File: config.mk
export PLATFORM = sky130hd
export DESIGN_NAME = cmp4
export DESIGN_NICKNAME = d
export VERILOG_FILES = /design/src/rtl/cmp4_pkg.sv /design/src/rtl/cmp4_cell.sv /design/src/rtl/cmp4.sv
export SDC_FILE = /design/constraint.sdc
export NUM_CORES = 1
export LEC_CHECK = 0
export BUFFER_PORTS_ARGS = -buffer_cell sky130_fd_sc_hd__buf_2
export CORE_AREA = 4 4 41 43
export CTS_BUF_LIST = sky130_fd_sc_hd__clkbuf_4
export CTS_CLUSTER_DIAMETER = 100
export DETAILED_ROUTE_END_ITERATION = 7
export DIE_AREA = 0 0 45 47
export PLACE_DENSITY = 0.48
export SETUP_SLACK_MARGIN = 0.5
export SLEW_MARGIN = 40
export SYNTH_ARGS = -nofsm -noshare
export SYNTH_HDL_FRONTEND = slang
export SYNTH_SLANG_ARGS = --single-unit
export TNS_END_PERCENT = 100
File: constraint.sdc
create_clock -name clk -period 1.2 [get_ports clk]
set_input_delay 0.06 -clock clk [delete_from_list [all_inputs] [get_ports clk]]
set_output_delay 0.06 -clock clk [all_outputs]
set_load 0.01 [all_outputs]
File: src/rtl/cmp4_pkg.sv
// Shared definitions for the cmp4 magnitude comparator: default operand width,
// the 2-bit compare-result encoding used on the cell cascade, and a gt/lt swap helper.
package cmp4_pkg;

  localparam int CMP4_WIDTH = 4;

  // Bit 0 flags "greater", bit 1 flags "less"; 00 means no difference seen yet.
  typedef enum logic [1:0] {
    CMP_EQ = 2'b00,
    CMP_GT = 2'b01,
    CMP_LT = 2'b10
  } cmp_res_e;

  function automatic logic [1:0] swap_gt_lt(input logic [1:0] res);
    logic [1:0] swapped;
    swapped = res;
    if (res == CMP_GT) begin
      swapped = CMP_LT;
    end else if (res == CMP_LT) begin
      swapped = CMP_GT;
    end
    return swapped;
  endfunction

endpackage

File: src/rtl/cmp4_cell.sv
// One bit-slice of the MSB-first compare cascade: a decision made by a more
// significant bit passes straight through, otherwise this bit pair decides.
module cmp4_cell
  import cmp4_pkg::*;
(
  input  logic [1:0] casc_in,
  input  logic       x_bit,
  input  logic       y_bit,
  output logic [1:0] casc_out
);

  always_comb begin
    casc_out = casc_in;
    if (casc_in == CMP_EQ) begin
      if (x_bit && !y_bit) begin
        casc_out = CMP_GT;
      end else if (!x_bit && y_bit) begin
        casc_out = CMP_LT;
      end
    end
  end

endmodule

File: src/rtl/cmp4.sv
// Registered magnitude comparator built from a chain of cmp4_cell slices.
// Define CMP4_SIGNED_EN to add the sgn port and two's-complement compares.
module cmp4
  import cmp4_pkg::*;
#(
  parameter int WIDTH = CMP4_WIDTH
) (
  input  logic             clk,
  input  logic             rst,
  input  logic             in_valid,
  input  logic [WIDTH-1:0] x,
  input  logic [WIDTH-1:0] y,
`ifdef CMP4_SIGNED_EN
  input  logic             sgn,
`endif
  output logic             out_valid,
  output logic             eq,
  output logic             gt,
  output logic             lt
);

  // chain[i+1] feeds the cell for bit i; chain[WIDTH] is the "no difference yet" seed.
  logic [WIDTH:0][1:0]   chain;
  logic [WIDTH-1:0][1:0] cell_out;
  logic [1:0]            msb_fixed;
  logic [1:0]            res_next;

  logic out_valid_reg;
  logic eq_reg;
  logic gt_reg;
  logic lt_reg;

  assign chain[WIDTH] = CMP_EQ;

  for (genvar gi = WIDTH - 1; gi >= 0; gi--) begin : g_cell
    cmp4_cell u_cell (
      .casc_in (chain[gi+1]),
      .x_bit   (x[gi]),
      .y_bit   (y[gi]),
      .casc_out(cell_out[gi])
    );

    if (gi == WIDTH - 1) begin : g_msb
      assign chain[gi] = msb_fixed;
    end else begin : g_lower
      assign chain[gi] = cell_out[gi];
    end
  end

`ifdef CMP4_SIGNED_EN
  // In two's complement a set sign bit means the smaller value, so the MSB decision flips.
  assign msb_fixed = sgn ? swap_gt_lt(cell_out[WIDTH-1]) : cell_out[WIDTH-1];
`else
  assign msb_fixed = cell_out[WIDTH-1];
`endif

  assign res_next = chain[0];

  always_ff @(posedge clk) begin
    if (rst) begin
      out_valid_reg <= 1'b0;
      eq_reg        <= 1'b0;
      gt_reg        <= 1'b0;
      lt_reg        <= 1'b0;
    end else begin
      out_valid_reg <= in_valid;
      if (in_valid) begin
        eq_reg <= (res_next == CMP_EQ);
        gt_reg <= (res_next == CMP_GT);
        lt_reg <= (res_next == CMP_LT);
      end
    end
  end

  assign out_valid = out_valid_reg;
  assign eq        = eq_reg;
  assign gt        = gt_reg;
  assign lt        = lt_reg;

endmodule

==> metrics.yaml, run 1 <==
syn_inst: 33
wl_per_cell_um: 10.2
grt_pass1_vias: 335
slew_headroom_pct: 80.8
cp-start-kind: "input pin"
gr-usage-all-layers_pct: 8.52
avgSynthCellArea_um2: 8.72
fp.dieH_um: 47
synth-seq-area-share_pct: 27.8
grt_max_degree: 6
p_sw_uw: 126
start_util_pct: 22.1
hold_viol: 0
drv_cap: 0
drt_iter0_markers: 5
required_ns: 1.33
reg2reg_to: "lt"
clockPowerShare_pct: 34.0
status: "finished clean"
rr_worst_depth: 2
crit_chain: "buf_8, inv_8, ha_4, or3b_4, a211oi_2, o32ai_2, o32ai_1"
dr.pass1.iters: 2
ir_drop_v: 0.000601
cts-htree-levels: 1
synth_cell_types: 17
wl_um: 725
drive_gt1_share_pct: 64.3
setup-violations-final: 0
worst-r2r-setup-slack_ns: 0.47
coreArea_um2: 1300
numPortBuffers: 14
r2r-start: "lt"
drv_slew: 0
clk_pin_slew_ns: 0.03
end_kind: "flop"
holdPathStages: 2
io_pins: 15
route.vias.total: 320
period_share_pct: 96.2
dieArea_um2: 2120
p_comb_share_pct: 34.7
cts_tree: "yes"
yosysWarnings: 0
min_path_type: "in2reg"
cp_top_family: "compound AO/OA/AOI/OAI gates"
max_stage_delay_ns: 0.38
cp.buffers_inverters: 2
tightestPinTransition_ns: 0.288
cp_data_arrival_time_ns: 1.29
critPathKind: "in2reg"
fillCellCount: 136
critPathSlowestCell: "or3b_4"
netSwitchingFraction_pct: 26.6
fin_total_pwr_uw: 473
final_cells: 71
area_delta_synth_final_pct: 87.8
finalCriticalPeriod_ns: 1.15
finClkSkew_ns: 0
p_per_area_nw_per_um2: 876
globalplace.congestion: 0.649
clock_path_buffers: 2
cts.sinks: 4
syn-num-nets: 46
antennaDiodeCount: 0
grt_pass1_wl_um: 1290
cts_root_buffer: "clkbuf_4"
vias_per_cell: 4.51
worst-path-max-fanout: 3
hold_path_startpoint: "rst"
timing.fmax_mhz: 866
synth_area_um2: 288
cts_hold_buffers: 0
drc: 0
hold_slack_ns: 0.0554
leakagePower_nw: 0.252
dp.final_hpwl_um: 606
rsz0062_at_grt: "true"
clk_latency_ns: 0.23
antenna_found_initial: 0
die_w_um: 45
min_to: "gt"
fin_nets: 71
place_inst: 66
grt_remaining_overflow: 0
ant_nets: 0
p_seq_share_pct: 31.3
numCtsBuffers: 3
p_int_uw: 348
synth_seq_cells: 4
row_count: 13
## timing repair
action,in CTS,in global routing
pin swaps,5,8
gates resized for setup,10,4
cloned,0,0
buffers inserted,1,1
setup endpoints to repair,7,7
## cell families (layout without fill, tap and decap cells)
| logic type | after synthesis | after routing | share of synthesized area (%) |
|---|---|---|---|
| AOI/OAI and AO/OA | 12 | 12 | 32.2 |
| and+or+nand+nor | 9 | 9 | 21.7 |
| buffers and inverters | 5 | 28 | 6.52 |
| DFF | 4 | 4 | 27.8 |
| adders and majority gates | 2 | 2 | 8.69 |
| xor gates and xnor gates | 1 | 1 | 3.04 |
## through the flow
| stage | area [um^2] | utilization, % | setup slack [ns] | setup TNS, ns |
|---|---|---|---|---|
| CTS | 520 | 40.0 | -0.0214 | -0.0214 |
| global placement | 455 | 35.0 | -0.256 | -0.728 |
| global route | 541 | 41.5 | 0.00200 | 0 |
| detailed placement | 455 | 35.0 | -0.282 | -0.711 |
| floorplan | 337 | - | -0.0127 | -0.0159 |
| finish | 541 | 41.5 | 0.0456 | 0 |
## how the worst max path moves through the flow
| stage | startpoint | slack [ns] | cells after the start | end |
|---|---|---|---|---|
| 2_1_floorplan | y[3] | -0.01 | 6 | eq |
| 3_3_place_gp | y[3] | -0.26 | 7 | eq |
| 3_5_place_dp | y[3] | -0.28 | 7 | eq |
| 4_1_cts | y[3] | -0.02 | 7 | eq |
| 5_1_grt | y[3] | 0.002 | 7 | eq |
| 6_report | y[3] | 0.05 | 7 | eq |
## layout by cell type, fill, tap and decap left out, types with 2 or more instances in the layout
cell type / instances
a21oi_2: 2
clkbuf_4: 3
buf_2: 10
o32ai_2: 2
inv_1: 4
buf_6: 5
nor3b_1: 2
dfxtp_2: 2
dfxtp_1: 2
a211oi_2: 2
o32ai_1: 2
nand2b_1: 3
buf_4: 4
## synthesized netlist by cell type
cell / number / area (um^2)
xor2_1: 1 / 8.76
a211oi_1: 1 / 7.51
nand2b_1: 3 / 18.8
nand2_1: 1 / 3.75
a21o_1: 1 / 7.51
and2b_1: 1 / 7.51
o22ai_1: 1 / 6.26
or3b_1: 1 / 8.76
nor3b_1: 2 / 15.0
inv_1: 5 / 18.8
a211oi_2: 1 / 12.5
ha_1: 2 / 25.0
and3b_1: 1 / 8.76
a21oi_1: 3 / 15.0
o32ai_1: 4 / 35.0
dfxtp_1: 4 / 80.1
a31o_1: 1 / 8.76
## worst register-to-register path, cell delays in order, from the launching register on
cell and delay [ns]:
dfxtp_2 0.32, nor3b_1 0.13, a31o_1 0.18
## final cells by class
class | instances | area (um^2) | area share (%)
Multi-Input combinational cell | 24 | 239 | 44.2
Timing Repair Buffer | 20 | 151 | 28.0
Sequential cell | 4 | 82.6 | 15.3
Inverter | 5 | 26.3 | 4.86
Clock buffer | 3 | 22.5 | 4.17
Tap cell | 15 | 18.8 | 3.47
## per-layer routing
metal  vias up  wire length (um)  GRT usage, %
met2         8               355          13.3
li1        171                 -             -
met1       141               317          9.73
met4         0                 0          3.51
met3         0                52          4.60
met5         -                 0             0
## power groups by stage
stage | Sequential [mW] | Clock, mW | Combinational [mW]
after floorplan | 0.152 | 0 | 0.0785
after global placement | 0.148 | 0 | 0.143
after detailed placement | 0.148 | 0 | 0.140
after CTS | 0.148 | 0.166 | 0.156
after global routing | 0.149 | 0.183 | 0.181
final | 0.148 | 0.161 | 0.164
(Power assumes the default switching activity.)
==> inputs of run 2 (changes only) <==
--- a/config.mk
+++ b/config.mk
@@ -5,13 +5,14 @@
 export SDC_FILE = /design/constraint.sdc
 export NUM_CORES = 1
 export LEC_CHECK = 0
+export ABC_AREA = 1
 export BUFFER_PORTS_ARGS = -buffer_cell sky130_fd_sc_hd__buf_2
-export CORE_AREA = 4 4 41 43
+export CORE_AREA = 2 2 39 41
 export CTS_BUF_LIST = sky130_fd_sc_hd__clkbuf_4
 export CTS_CLUSTER_DIAMETER = 100
 export DETAILED_ROUTE_END_ITERATION = 7
-export DIE_AREA = 0 0 45 47
-export PLACE_DENSITY = 0.48
+export DIE_AREA = 0 0 41 43
+export PLACE_DENSITY = 0.49
 export SETUP_SLACK_MARGIN = 0.5
 export SLEW_MARGIN = 40
 export SYNTH_ARGS = -nofsm -noshare
==> run 2 against run 1 <==
Net effect:
- largest power group is now the clock network
- wire length down 1.9%
- highest routed layer unchanged
- sequential share of layout area up 0.60 points
- die area shrank 17%
- via count is 8.8% higher
- utilization down 3.4 points
- total power down 0.57%
- combinational power down 5%
- largest cell class unchanged
- register-to-register slack gained 0.11 ns
- clock power up 4%
- clock skew unchanged
==> metrics.yaml, run 2 <==
status: "finished clean"
syn-num-nets: 66  # +43%
globalplace.congestion: 0.709  # +9.2%
synth-seq-area-share_pct: 26.8  # -1.0 points
io_pins: 15  # unchanged
post_dp_cell_area_um2: 419  # -8.0%
end_kind: "flop"
row_count: 14  # +1
synth.most_common_cell: "inv_1"
antennaDiodeCount: 0  # unchanged
route.vias.total: 348  # +8.8%
cp_num_cells: 12  # +5
design_area_um2: 528  # -2.3%
numPortBuffers: 14  # unchanged
cts-htree-levels: 1  # unchanged
holdPathStages: 2  # unchanged
area_delta_synth_final_pct: 76.6
slew_headroom_pct: 88.1  # +7.3 points
cp_data_arrival_time_ns: 1.14  # -0.15 ns
fp.dieH_um: 43  # -8.5%
async_flop_share_pct: 0  # unchanged
ir_drop_v: 0.000667  # +11%
cp.buffers_inverters: 3  # +1
drt_iter0_markers: 5  # unchanged
coreArea_um2: 1380  # +6.3%
layout_common_cells: "12 x inv_1, 9 x buf_2, 8 x nor2_1"
worst-path-max-fanout: 2  # -1
drc: 0  # unchanged
drive_gt1_share_pct: 53.5  # -11 points
grt_pass1_vias: 320  # -4.5%
synth.cells.most_frequent: "15 x inv_1, 13 x nand2_1, 10 x nor2_1, 5 x nand3_1, 4 x dfxtp_1"
gr-usage-all-layers_pct: 10.7  # +2.2 points
worst-r2r-setup-slack_ns: 0.58  # +0.11 ns
fin_setup_tns_ns: 0  # unchanged
syn_inst: 53  # +61%
synth_edf_count: 0  # unchanged
crit_chain: "buf_8, buf_4, ha_1, inv_2, nand3_2, nand2_2, nand2_2, nand2_2, nand2_1, nor2_1, nor2_1, nor2_1"
clk_latency_ns: 0.24  # about the same
cp-start-kind: "input pin"
leakagePower_nw: 0.285  # +13%
synth_seq_cells: 4  # unchanged
yosysWarnings: 0  # unchanged
max_stage_delay_ns: 0.19  # -0.19 ns
timing.fmax_mhz: 1030  # +19%
dr.pass1.iters: 2  # unchanged
critPathKind: "in2reg"
tightestPinTransition_ns: 0.179  # -0.109 ns
grt_max_degree: 5  # -1
synth_area_um2: 299  # +3.9%
numCtsBuffers: 3  # unchanged
drv_slew: 0  # unchanged
ant_nets: 0  # unchanged
dieArea_um2: 1760  # -17%
rr_worst_depth: 4  # +2
ys.flop_type: "dfxtp_1"
critPathSlowestCell: "ha_1"
avgSynthCellArea_um2: 5.64  # -35%
clk_pin_slew_ns: 0.04  # about the same
finClkSkew_ns: 0  # unchanged
required_ns: 1.36  # +0.03 ns
dp.final_hpwl_um: 519  # -14%
vias_per_cell: 4.00  # -11%
fin_nets: 86  # +21%
hold_viol: 0  # unchanged
antenna_found_initial: 0  # unchanged
cts_root_buffer: "clkbuf_4"
min_path_type: "in2reg"
die_w_um: 41  # -8.9%
wl_um: 711  # -1.9%
finalCriticalPeriod_ns: 0.972  # -0.182 ns
p_per_area_nw_per_um2: 892  # +1.8%
synth_area_leaders: "dfxtp_1 27%, inv_1 19%, nand2_1 16%"
start_util_pct: 21.6  # -0.51 points
drv_cap: 0  # unchanged
grt_pass1_wl_um: 1240  # -3.7%
clock_path_buffers: 2  # unchanged
yosys.area.top_type: "dfxtp_1"
setup-violations-final: 0  # unchanged
synth_top_cell_area_share_pct: 26.8  # -1.0 points
fin_total_pwr_uw: 471  # -0.57%
cts.sinks: 4  # unchanged
wl_per_cell_um: 8.17  # -20%
grt_remaining_overflow: 0  # unchanged
cp_top_family: "simple AND/OR/NAND/NOR gates"
cts_tree: "yes"
period_share_pct: 81.0  # -15 points
layout_commonest_cell: "inv_1"
synth_cell_types: 9  # -8
rsz0062_at_grt: "true"
[run 2: cell count changes in the layout (fill, tap and decap cells not counted), moves of 3 or more]
cell / change
inv_1: +8
nor2_1: +8
nand2_1: +6
nand2_2: +6
buf_4: -3
nand2b_1: -3
[run 2: worst reg2reg max path: stages, from the launching register on]
cell     delay (ns)
dfxtp_2        0.32
inv_1          0.04
nor2_1         0.08
nor2_1         0.04
nor2_1         0.07
[run 2: cell type report]
| type | instances | area, um^2 |
|---|---|---|
| fill | 158 | 856 |
| multi-input combinational | 34 | 230 |
| timing repair buffer | 15 | 113 |
| sequential | 4 | 83.8 |
| inverter | 15 | 58.8 |
| clock buffer | 3 | 22.5 |
| tap | 16 | 20.0 |
[run 2: worst paths after layout]
kind	start	endpoint
hold / removal	rst	eq
setup reg to reg	gt	gt
hold reg to reg	eq	eq
setup / recovery	y[3]	gt
[run 2: timing repair]
item / in CTS / in global routing
cloned: 0 / 0
pin swaps: 6 / 2
endpoints found under the setup margin: 7 / 7
setup buffers: 0 / 0
hold buffers: 0 / 0
gates resized for setup: 13 / 11
[run 2: metrics by stage]
| step | instances | setup WS (ns) | util [%] | hold WS (ns) |
|---|---|---|---|---|
| 2_1_floorplan | 53 | 0.215 | - | 0.129 |
| 3_3_place_gp | 84 | -0.00612 | 30.3 | 0.273 |
| 3_5_place_dp | 84 | -0.00366 | 30.3 | 0.280 |
| 4_1_cts | 87 | 0.252 | 35.8 | 0.0264 |
| 5_1_grt | 87 | 0.156 | 38.2 | 0.0133 |
| 6_report | 87 | 0.228 | 38.2 | 0.0195 |
[run 2: power breakdown]
part	leakage [nW]	internal, mW	switching [mW]	total (mW)
registers	0.0341	0.144	0.00447	0.148
logic	0.237	0.0726	0.0823	0.155
clock network	0.0138	0.112	0.0560	0.168
[run 2: layer usage]
metal | GRT usage, % | share of wire [%] | vias to the layer above
li1 | - | - | 191
met1 | 12.9 | 45 | 151
met2 | 15.3 | 50 | 6
met3 | 7.85 | 4.9 | 0
met4 | 2.00 | 0 | 0
met5 | 0 | 0 | -
[run 2: kinds of logic after synthesis]
kind of cell	synth area share (%)
buf+inv	18.8
fa+ha+maj	8.37
simple gates	42.7
flops	26.8
compound gates	3.35
==> inputs of run 3 (changes only) <==
--- a/config.mk
+++ b/config.mk
@@ -5,14 +5,14 @@
 export SDC_FILE = /design/constraint.sdc
 export NUM_CORES = 1
 export LEC_CHECK = 0
-export ABC_AREA = 1
+export ABC_AREA = 0
 export BUFFER_PORTS_ARGS = -buffer_cell sky130_fd_sc_hd__buf_2
 export CORE_AREA = 2 2 39 41
 export CTS_BUF_LIST = sky130_fd_sc_hd__clkbuf_4
 export CTS_CLUSTER_DIAMETER = 100
 export DETAILED_ROUTE_END_ITERATION = 7
 export DIE_AREA = 0 0 41 43
-export PLACE_DENSITY = 0.49
+export PLACE_DENSITY = 0.46
 export SETUP_SLACK_MARGIN = 0.5
 export SLEW_MARGIN = 40
 export SYNTH_ARGS = -nofsm -noshare
==> constraint.sdc (replaced) <==
create_clock -name clk -period 0.9 [get_ports clk]
set_input_delay 0.045 -clock clk [delete_from_list [all_inputs] [get_ports clk]]
set_output_delay 0.045 -clock clk [all_outputs]
set_load 0.01 [all_outputs]
==> run 3 against run 2 <==
Net effect:
- global-route usage down 0.81 points
- total power up 45%
- sequential power is 34% higher
- the flow now finishes with violations (negative setup slack)
- final area grew 12%
- sequential share of layout area fell by 1.7 points
- first-iteration DRC count decreased by 20%
==> metrics.yaml, run 3 (synthesis results as in run 1) <==
status: "finished with violations"
violations: "negative setup slack"
cts_tree: "yes"
finClkSkew_ns: 0  # unchanged
vias_per_cell: 4.79  # +20%
cts-htree-levels: 1  # unchanged
worst_slack_ns: -0.258  # -0.486 ns
numPortBuffers: 14  # unchanged
cp-start-kind: "input pin"
layout_common_cells: "9 x buf_2, 6 x buf_4, 4 x inv_1, 4 x buf_6"
finalCriticalPeriod_ns: 1.16
row_count: 14  # unchanged
grt_remaining_overflow: 0  # unchanged
antennaDiodeCount: 0  # unchanged
final_core_util_pct: 42.8  # +4.6 points
drv_cap: 0  # unchanged
drive_gt1_share_pct: 73.2  # +20 points
drv_slew: 0  # unchanged
m1WireLength_um: 349  # +9.1%
area_delta_synth_final_pct: 106
die_w_um: 41  # unchanged
cp_data_arrival_time_ns: 1.28  # +0.14 ns
drc: 0  # unchanged
layout_commonest_cell: "buf_2"
hold_viol: 0  # unchanged
clk_latency_ns: 0.23  # about the same
wl_per_cell_um: 12.0  # +47%
slew_headroom_pct: 78.9  # -9.2 points
timing.fmax_mhz: 864
rsz0062_at_grt: "true"
fin_nets: 71  # -17%
fp.dieH_um: 43  # unchanged
setup-violations-final: 3  # +3
coreArea_um2: 1380  # unchanged
globalplace.congestion: 0.657  # -7.3%
gr-usage-all-layers_pct: 9.93  # -0.81 points
dr.pass1.iters: 4  # +2
route.vias.total: 345  # -0.86%
fillCellCount: 141  # -11%
ir_drop_v: 0.000540  # -19%
drt_iter0_markers: 4  # -1
min_path_type: "in2reg"
grt_max_degree: 5  # unchanged
period_share_pct: 129
wl_met3_um: 53  # +51%
ant_nets: 0  # unchanged
clock_path_buffers: 2  # unchanged
io_pins: 15  # unchanged
cts.sinks: 4  # unchanged
tightestPinTransition_ns: 0.317  # +0.138 ns
p_per_area_nw_per_um2: 1150  # +29%
dieArea_um2: 1760  # unchanged
clk_pin_slew_ns: 0.04  # about the same
worst-path-max-fanout: 3  # +1
critPathKind: "in2reg"
leakagePower_nw: 0.259  # -9.0%
end_kind: "flop"
worst-r2r-setup-slack_ns: 0.16  # -0.42 ns
required_ns: 1.02  # -0.34 ns
cts_root_buffer: "clkbuf_4"
fin_setup_tns_ns: -0.700  # -0.700 ns
wl_um: 867  # +22%
dp.final_hpwl_um: 560  # +7.9%
pre_cts_ws_ns: -0.576  # -0.572 ns
highest_layer: "met4"
start_util_pct: 20.8  # -0.81 points
grt_pass1_wl_um: 1170  # -6.1%
route.met2.wl_um: 448  # +26%
hold_slack_ns: 0.0486  # +0.0292 ns
antenna_found_initial: 0  # unchanged
grt_pass1_vias: 326  # +1.9%
numCtsBuffers: 3  # unchanged
[run 3: cell count changes in the layout (fill, tap and decap cells not counted), moves of 3 or more]
cell	delta
nand2b_1	+3
nand2_2	-6
buf_4	+5
nor2_1	-8
a21oi_2	+3
nand2_1	-6
o32ai_2	+3
inv_1	-8
[run 3: layout make-up]
cell class | instances | area (um^2) | share of cell area (%)
clock buffer | 3 | 22.5 | 3.81
inverter | 5 | 26.3 | 4.44
multi-input combinational | 24 | 289 | 48.8
sequential | 4 | 83.8 | 14.2
tap | 16 | 20.0 | 3.38
timing repair buffer | 20 | 150 | 25.4
[run 3: per-layer routing]
metal,up-vias,track usage (%)
li1,168,-
met3,2,1.57
met4,0,10.0
met5,-,0
met1,159,11.5
met2,16,14.1
[run 3: final timing paths]
kind | from | end | cells past startpoint
hold reg to reg | gt | gt | 2
hold / removal | rst | gt | 2
setup / recovery | y[3] | lt | 7
setup reg to reg | lt | lt | 2
[run 3: repair_timing]
action | CTS | global route
resized for setup | 9 | 11
endpoints found under the setup margin | 7 | 7
pin swaps | 6 | 8
hold buffers | 0 | 0
setup buffers | 2 | 0
cloned | 0 | 0
hold endpoints to repair | 0 | 0
[run 3: power by group]
group / total (mW) / switching [mW] / internal (mW) / leakage [nW]
Sequential: 0.198 / 0.00636 / 0.192 / 0.0341
Combinational: 0.262 / 0.124 / 0.139 / 0.211
Clock: 0.222 / 0.0726 / 0.149 / 0.0138
[run 3: critical path, stage by stage]
cell and delay (ns):
buf_8 0.09, inv_8 0.03, ha_4 0.15, or3b_4 0.39
a211oi_4 0.20, o32ai_4 0.14, a31o_1 0.24
[run 3: through the flow]
step | instance area (um^2) | power (mW) | std cells
after CTS | 533 | 0.641 | 72
after global routing | 592 | 0.719 | 72
final | 592 | 0.682 | 72
after floorplan | 337 | 0.307 | 33
after global placement | 457 | 0.384 | 67
after detailed placement | 457 | 0.381 | 67
